File: src/rtl/tick_timer_pkg.sv
// Shared types and default widths for the tick_timer block.
// Latency: n/a (types and constants only).
// Backpressure: n/a.
//
// Contents:
//   DIV_W_DEF / CNT_W_DEF : default prescaler and tick-count widths
//   state_t               : controller states (idle, counting, one-cycle expiry)
package tick_timer_pkg;

    localparam int DIV_W_DEF = 8;
    localparam int CNT_W_DEF = 16;

    // ST_DONE is a single-cycle state whose only job is to produce the
    // done pulse. It always falls back to ST_IDLE.
    typedef enum logic [1:0] {
        ST_IDLE = 2'd0,
        ST_RUN  = 2'd1,
        ST_DONE = 2'd2
    } state_t;

endpackage

File: src/rtl/tick_prescaler.sv
// Prescaler: emits a one-cycle tick every div+1 enabled cycles.
// Latency: tick is a combinational decode of the phase register; first tick div cycles after clearing.
// Backpressure: none; en gates advancement and clr forces the phase back to zero.
//
// Ports:
//   clk, rst_n : clock, asynchronous active-low reset
//   en         : advance the phase (held high while the owner is counting)
//   clr        : synchronous clear of the phase; has priority over en
//   div        : divide value D, must stay stable while en is high
//   tick       : en && (phase == div)
module tick_prescaler
    import tick_timer_pkg::*;
#(
    parameter int DIV_W = DIV_W_DEF
) (
    input  logic             clk,
    input  logic             rst_n,
    input  logic             en,
    input  logic             clr,
    input  logic [DIV_W-1:0] div,
    output logic             tick
);

    localparam logic [DIV_W-1:0] PH_ONE = {{(DIV_W-1){1'b0}}, 1'b1};

    logic [DIV_W-1:0] phase;

    // Equality compare: the phase wraps to zero on the tick itself, so it
    // never has to run past div and cannot overflow while div is held.
    assign tick = en && (phase == div);

    always_ff @(posedge clk or negedge rst_n) begin
        if (!rst_n) begin
            phase <= '0;
        end else if (clr || tick) begin
            phase <= '0;
        end else if (en) begin
            phase <= phase + PH_ONE;
        end
    end

endmodule

File: src/rtl/tick_timer.sv
// Programmable countdown timer: counts N prescaler ticks of period D+1 and pulses done on expiry.
// Latency: start at edge E0 -> first tick in cycle after E0+D, done in cycle after E0+N*(D+1).
// Backpressure: none; start is only accepted in IDLE, start during RUN/DONE is dropped.
//
// Ports:
//   clk, rst_n : system clock, asynchronous active-low reset
//   start      : begin a countdown (only looked at in IDLE)
//   stop       : abort a running countdown; count is frozen, no done pulse
//   div_val    : prescaler divide value D, latched on start
//   load_val   : number of ticks N, loaded on start (0 expires immediately)
//   tick       : one-cycle prescaler enable while running
//   busy       : high while counting
//   count      : remaining ticks
//   done       : one-cycle expiry pulse
module tick_timer
    import tick_timer_pkg::*;
#(
    parameter int DIV_W = DIV_W_DEF,
    parameter int CNT_W = CNT_W_DEF
) (
    input  logic             clk,
    input  logic             rst_n,
    input  logic             start,
    input  logic             stop,
    input  logic [DIV_W-1:0] div_val,
    input  logic [CNT_W-1:0] load_val,
    output logic             tick,
    output logic             busy,
    output logic [CNT_W-1:0] count,
    output logic             done
);

    localparam logic [CNT_W-1:0] CNT_ONE = {{(CNT_W-1){1'b0}}, 1'b1};

    state_t           state_q, state_d;
    logic [CNT_W-1:0] count_q, count_d;
    logic [DIV_W-1:0] div_q,   div_d;
    logic             running;
    logic             pre_clr;

    assign running = (state_q == ST_RUN);

    // The phase is held at zero whenever we are not counting, so entering
    // RUN always starts a fresh period. A stop also clears it so the next
    // run starts from a clean phase regardless of where it was aborted.
    assign pre_clr = !running || stop;

    tick_prescaler #(
        .DIV_W (DIV_W)
    ) u_prescaler (
        .clk   (clk),
        .rst_n (rst_n),
        .en    (running),
        .clr   (pre_clr),
        .div   (div_q),
        .tick  (tick)
    );

    // ------------------------------------------------------------------
    // State register
    // ------------------------------------------------------------------
    always_ff @(posedge clk or negedge rst_n) begin
        if (!rst_n) begin
            state_q <= ST_IDLE;
            count_q <= '0;
            div_q   <= '0;
        end else begin
            state_q <= state_d;
            count_q <= count_d;
            div_q   <= div_d;
        end
    end

    // ------------------------------------------------------------------
    // Next-state / datapath
    // ------------------------------------------------------------------
    always_comb begin
        state_d = state_q;
        count_d = count_q;
        div_d   = div_q;

        unique case (state_q)
            ST_IDLE: begin
                if (start) begin
                    // A zero load is a valid request that expires at once;
                    // it still goes through ST_DONE so the caller sees done.
                    count_d = load_val;
                    div_d   = div_val;
                    state_d = (load_val != '0) ? ST_RUN : ST_DONE;
                end
            end

            ST_RUN: begin
                if (stop) begin
                    // Abort wins over a coincident final tick: count freezes.
                    state_d = ST_IDLE;
                end else if (tick) begin
                    // count is never zero in RUN (load of zero skips RUN and
                    // we leave on the 1->0 step); guard anyway so it can
                    // never wrap.
                    if (count_q != '0) begin
                        count_d = count_q - CNT_ONE;
                    end
                    if (count_q == CNT_ONE) begin
                        state_d = ST_DONE;
                    end
                end
            end

            ST_DONE: begin
                state_d = ST_IDLE;
            end

            default: begin
                state_d = ST_IDLE;
            end
        endcase
    end

    assign busy  = running;
    assign done  = (state_q == ST_DONE);
    assign count = count_q;

endmodule

File: config.mk
export PLATFORM = sky130hd
export DESIGN_NAME = tick_timer
export DESIGN_NICKNAME = d
export VERILOG_FILES = /design/src/rtl/tick_timer_pkg.sv /design/src/rtl/tick_prescaler.sv /design/src/rtl/tick_timer.sv
export SDC_FILE = /design/constraint.sdc
export NUM_CORES = 1
export LEC_CHECK = 0
export ABC_CLOCK_PERIOD_IN_PS = 1900
export CORE_UTILIZATION = 45
export CTS_CLUSTER_DIAMETER = 30
export DETAILED_ROUTE_END_ITERATION = 10
export GPL_ROUTABILITY_DRIVEN = 0
export PLACE_DENSITY = 0.76
export SYNTH_ARGS = -nofsm -noshare
export SYNTH_HDL_FRONTEND = slang
export SYNTH_SLANG_ARGS = --single-unit
File: constraint.sdc
create_clock -name clk -period 1.9 [get_ports clk]
set_input_delay 0.285 -clock clk [delete_from_list [all_inputs] [get_ports clk]]
set_output_delay 0.285 -clock clk [all_outputs]
set_load 0.005 [all_outputs]
==> impl_results.md, run 1 <==
- Outcome: finished, final reports clean
- Async SR Flop Fraction: 1.00
- WS Path Type: reg -> reg
- Clk sinks: 34
- Die area: 4900 sq um
- Max Fanout on Critical Path: 8
- Post-synth top flop: dfrtp_1
- Met2 wire len: 2890 microns
- Max_slew headroom: 0.696
- CP Cell Sequence: xor2_1, nor4_4, buf_4, nand4_4, and2_4, a211o_1
- Nets: 351
- PortBufs: 46
- Antenna violations before repair: 0
- Ant diodes: 0
- # rows: 24
- Final period util: 0.976
- Core region area: 4410 sq um
- Final min period: 1.86 ns
- # IOs: 47
- Hold WC Path Type: in -> async
- Die H: 70.0 microns
- Worst setup slack after layout: 0.0450 ns
- Critical Path End Type: register
- Initial Utilization: 0.472
- CP delay by family, top: simple AND/OR/NAND/NOR gates
- Syn Std Cell Area: 2080 sq um
- Overall Global Routing Usage: 0.246
- Synth top area cells: dfrtp_1 (41%), nand2_1 (6.9%), xor2_1 (4.6%), nor2_1 (4.5%), nand3_1 (3.6%)
- H-tree depth: 2
- Met1 WL: 2560 microns
- TritonCTS Buffers: 5
- # hold bufs at CTS: 0
- Worst Setup Start Kind: register
- Vias/cell: 5.63
- Critical-path cell with the highest stage delay: dfrtp_1
- Clock Skew: 0.00710 ns
- Clock-pin slew on the worst setup and hold paths: 0.07 ns
- Setup-failing EPs final: 0
- Number of flops mapped to enable cells by yosys: 0
- Cell taking the most area after synthesis: dfrtp_1
- Top-area cell type share of the netlist area: 0.409
- Uppermost layer routed: met4
- DRT Pass-1 Iters: 5
- Sequential area share after synthesis: 0.409
- Crit-path max cell delay: 0.40 ns
- Metal3 WL: 294 microns
- Buf/Inv on CP: 1
- Setup TNS: 0 ns
- CTS tree: built
- Yosys cell types: 47
- First-pass GRT wire length: 9660 microns
- Final wirelength: 5820 microns
- Remaining global-route overflow: 0
- FF+latch count, synth: 34
- Mean Syn Cell Area: 9.05 sq um
- Req. time, crit path: 2.08 ns
- Power density cells: 1370 nW/um^2
- Clk_lat worst skew: 0.29 ns
- Max cap viols: 0
- Yosys warns: 0
- Maximum VDD drop: 952 uV
- Leakage power: 1.37 nW
- Synthesis-to-finish area growth: 48.1%
- Share of cells above drive strength 1: 0.259
- Crit path DAT: 2.03 ns
- Worst slack, placed: -0.0463 ns
- Routed Antenna Nets: 0
- CTS root buffer: clkbuf_8
- Largest net degree at the start of global routing: 35
- Clock tree buffer depth: 2
- Pins Over Slew Limit: 0
- Drt drc: 0
- Most frequent cells in the layout: buf_4 (47), clkdlybuf4s50_1 (45), nand2_1 (37)
- Number of global-route vias before repair: 2,079
- Die X: 70.0 microns
- DP HPWL: 4170 microns
- Routed via count: 2,100
- Final hold viol count: 0
- Max frequency: 539 MHz
- Post-synthesis cell count: 230
- WL/cell: 15.6 microns
- DR iter-0 viols: 84
- Syn_nets: 261
- Commonest non-fill, non-tap cell in the layout: buf_4
- Slew @ Worst Pin: 0.456 ns
## cells in the mapped netlist, drive strengths merged, types with 3 or more instances
| master | count |
|---|---|
| a21oi | 10 |
| a22oi | 5 |
| a31oi | 4 |
| buf | 6 |
| clkbuf | 5 |
| dfrtp | 34 |
| ha | 3 |
| inv | 5 |
| nand2 | 38 |
| nand3 | 15 |
| nand4 | 6 |
| nor2 | 26 |
| nor3 | 6 |
| nor4 | 11 |
| o211ai | 8 |
| o21ai | 4 |
| o22a | 3 |
| xnor2 | 3 |
| xor2 | 11 |
## kinds of logic after synthesis
family,count (synthesis),synth area share
compound gates,45,0.165
mux,2,0.00962
simple gates,116,0.301
fa+ha+maj,3,0.0180
flops,34,0.409
buf+inv,16,0.0385
xor+xnor,14,0.0589
## report_power, final
group | internal [mW] | total (mW) | switching, mW
Clock | 0.386 | 0.661 | 0.275
Combinational | 1.19 | 2.26 | 1.07
Sequential | 0.992 | 1.29 | 0.294
Total | 2.57 | 4.21 | 1.64
## sequential cells by signal, indices dropped and copies added (netlist names)
| register | cells |
|---|---|
| count | 16 |
| div_q | 8 |
| u_prescaler.phase | 8 |
| state_q | 2 |
## path summary, 6_finish.rpt
kind                            slack, ns  cells after the start                  from                   end
worst max-delay path                 0.04                      6  u_prescaler.phase[5]             count[11]
worst min-delay path                 0.41                      2                 rst_n  u_prescaler.phase[6]
worst max register to register       0.04                      6  u_prescaler.phase[5]             count[11]
worst min register to register       0.48                      1            state_q[1]            state_q[1]
max in group asynchronous            1.16                      2                 rst_n              count[5]
min in group clk                     0.48                      1            state_q[1]            state_q[1]
## per-stage QoR
step | power (mW) | area (sq um) | utilization | hold WS, ns | instances
detailed placement | 3.36 | 2870 | 0.650 | 0.471 | 360
global placement | 3.30 | 2870 | 0.650 | 0.460 | 360
floorplan | 2.34 | 2080 | - | -0.0106 | 230
CTS | 4.07 | 3010 | 0.681 | 0.431 | 370
global route | 4.47 | 3080 | 0.698 | 0.448 | 373
finish | 4.21 | 3080 | 0.698 | 0.413 | 373
## per-layer routing
metal	global-route usage	vias to the layer above
met5	0	-
met4	0.0889	0
met3	0.0491	8
li1	-	1011
met1	0.324	1018
met2	0.403	63
## timing repair
item	CTS	global route
cloned	1	0
gates resized for setup	7	13
setup buffers	1	4
pin swaps	7	7
setup endpoints to repair	4	17
## final cells by class
type | instances | area [sq um]
clock buffers | 5 | 68.8
clock inverters | 3 | 40.0
fillers | 337 | 1330
inverters | 5 | 18.8
multi-input cells | 181 | 1230
flip-flops and latches | 34 | 851
well taps | 52 | 65.1
repair buffers | 93 | 808
No activity file was read; power rests on OpenSTA's default activity.
==> inputs of run 2 (changes only) <==
--- a/config.mk
+++ b/config.mk
@@ -10,6 +10,7 @@
 export CTS_CLUSTER_DIAMETER = 30
 export DETAILED_ROUTE_END_ITERATION = 10
 export GPL_ROUTABILITY_DRIVEN = 0
+export GPL_TIMING_DRIVEN = 0
 export PLACE_DENSITY = 0.76
 export SYNTH_ARGS = -nofsm -noshare
 export SYNTH_HDL_FRONTEND = slang
==> run 2 against run 1 <==
Effect of this change:
- the flow now finishes with violations (setup timing)
- wire length up 3.4%
- hold slack worse by 0.34 ns
- first-iteration DRC count rose by 74%
- combinational power fell by 9.3%
- clock skew increased by 0.0029 ns
- count of clock-buffer cells in the layout increased by 1
- setup slack lost 0.053 ns
- final cell count is 4.3% lower
- utilization is 1.9 points lower
- register-to-register slack lost 0.05 ns
- critical path depth increased by 1
- power decreased by 3.6%
- critical path type unchanged
==> impl_results.md, run 2 (synthesis results as in run 1) <==
- Max Fanout on Critical Path: 10 (+2)
- Crit-path max cell delay: 0.39 ns (about the same)
- Vias/cell: 5.96 (+5.9%)
- Maximum VDD drop: 804 uV (-16%)
- Outcome: finished, violations left
- Core region area: 4410 sq um (unchanged)
- Worst setup slack after layout: -0.00834 ns (-0.0533 ns)
- Max cap viols: 0 (unchanged)
- Largest net degree at the start of global routing: 35 (unchanged)
- Remaining global-route overflow: 0 (unchanged)
- DRT Pass-1 Iters: 5 (unchanged)
- CTS root buffer: clkbuf_8
- Clock tree buffer depth: 2 (unchanged)
- WS Path Type: reg -> reg
- CTS tree: built
- Die area: 4900 sq um (unchanged)
- Drt drc: 0 (unchanged)
- Max_slew headroom: 0.467 (-0.229)
- # IOs: 47 (unchanged)
- Hold WC Path Type: in -> async
- Number of global-route vias before repair: 2,059 (-0.96%)
- First-pass GRT wire length: 9790 microns (+1.4%)
- Max frequency: 524 MHz (-2.8%)
- Setup-failing EPs final: 2 (+2)
- Final min period: 1.91 ns (+0.0533 ns)
- Clk sinks: 34 (unchanged)
- Clock-pin slew on the worst setup and hold paths: 0.08 ns (about the same)
- PortBufs: 46 (unchanged)
- Commonest non-fill, non-tap cell in the layout: clkdlybuf4s50_1
- # hold bufs at CTS: 0 (unchanged)
- Clk_lat worst skew: 0.29 ns (about the same)
- H-tree depth: 2 (unchanged)
- Routed Antenna Nets: 0 (unchanged)
- Req. time, crit path: 2.09 ns (about the same)
- Nets: 335 (-4.6%)
- Slew @ Worst Pin: 0.800 ns (+0.344 ns)
- Critical Path End Type: register
- Placed Cells: 328 (-8.9%)
- Routed via count: 2,129 (+1.4%)
- DP HPWL: 3750 microns (-10%)
- Ant diodes: 0 (unchanged)
- Final wirelength: 6020 microns (+3.4%)
- Die X: 70.0 microns (unchanged)
- Crit path DAT: 2.09 ns (+0.06 ns)
- Most frequent cells in the layout: clkdlybuf4s50_1 (43), nand2_1 (37), dfrtp_1 (31)
- Hold slack: 0.0775 ns (-0.335 ns)
- WL/cell: 16.9 microns (+8.0%)
- # rows: 24 (unchanged)
- Max FFs per register: 16 (unchanged)
- Initial Utilization: 0.472 (unchanged)
- Share of cells above drive strength 1: 0.223 (-0.0356)
- Final period util: 1.00 (+0.0281)
- Failing checks: setup timing
- Final hold viol count: 0 (unchanged)
- Antenna violations before repair: 0 (unchanged)
- Reg2Reg Depth: 7 (+1)
- DR iter-0 viols: 146 (+74%)
- Clock Skew: 0.00997 ns (+0.00287 ns)
- Worst Setup Start Kind: register
- Power density cells: 1350 nW/um^2 (-0.88%)
- Fin cells: 357 (-4.3%)
- Die H: 70.0 microns (unchanged)
- Synthesis-to-finish area growth: 44.0%
- Leakage power: 1.28 nW (-6.6%)
- CP Cell Sequence: xor2_1, nor4_4, buf_4, nand4_4, and2_4, buf_12, o22a_1
- RSZ-0062 raised after global routing: true
- Overall Global Routing Usage: 0.252 (+0.00578)
- TritonCTS Buffers: 5 (unchanged)
- Worst slack, placed: -0.345 ns (-0.299 ns)
- Pins Over Slew Limit: 0 (unchanged)
- Critical-path cell with the highest stage delay: dfrtp_1
run 2: metal layers:
layer  vias up  GRT usage  part of all wire
met2       133      0.402              0.48
met3        21     0.0577             0.092
met1       995      0.327              0.41
met5         -          0                 0
li1        980          -                 -
met4         0      0.113             0.026
run 2: path summary, 6_finish.rpt:
kind,slack (ns),to,from
max,-0.008,count[2],u_prescaler.phase[1]
min,0.08,count[3],rst_n
max in group asynchronous,1.26,u_prescaler.phase[0],rst_n
min in group clk,0.50,div_q[4],div_q[4]
max reg2reg,-0.008,count[2],u_prescaler.phase[1]
min reg2reg,0.50,div_q[4],div_q[4]
run 2: power breakdown:
group / internal (mW) / total [mW] / switching (mW) / leakage (nW)
clock: 0.291 / 0.572 / 0.280 / 0.0472
sequential: 0.994 / 1.43 / 0.441 / 0.411
combinational: 1.07 / 2.05 / 0.981 / 0.821
total: 2.36 / 4.06 / 1.70 / 1.28
run 2: area by class of cell:
cell class | count | area, sq um
inverters | 5 | 18.8
fillers | 358 | 1420
flip-flops and latches | 34 | 855
clock inverters | 2 | 12.5
plain buffers | 10 | 90.1
well taps | 52 | 65.1
clock buffers | 6 | 82.6
multi-input cells | 180 | 1260
repair buffers | 68 | 618
run 2: worst max-delay path, delay by kind of cell, from the launching register on:
family	cells	cell delay, ns
AOI/OAI and AO/OA	1	0.21
xor gates and xnor gates	1	0.19
and+or+nand+nor	3	0.69
buffers and inverters	2	0.32
DFF	1	0.39
run 2: repair_timing:
action,4_1_cts,5_1_grt
cloned,0,0
endpoints found under the hold margin,0,0
buffers inserted,15,7
gates resized for setup,26,12
endpoints found under the setup margin,18,18
pin swaps,6,4
run 2: metrics by stage:
stage | instance area (sq um) | util | TNS (ns) | total power, mW
global route | 3000 | 0.679 | -0.851 | 4.32
floorplan | 2080 | - | 0 | 2.34
global placement | 2610 | 0.591 | -11.73 | 3.03
CTS | 2880 | 0.653 | -0.0230 | 3.85
detailed placement | 2600 | 0.590 | -3.93 | 3.05
finish | 3000 | 0.679 | -0.0119 | 4.06
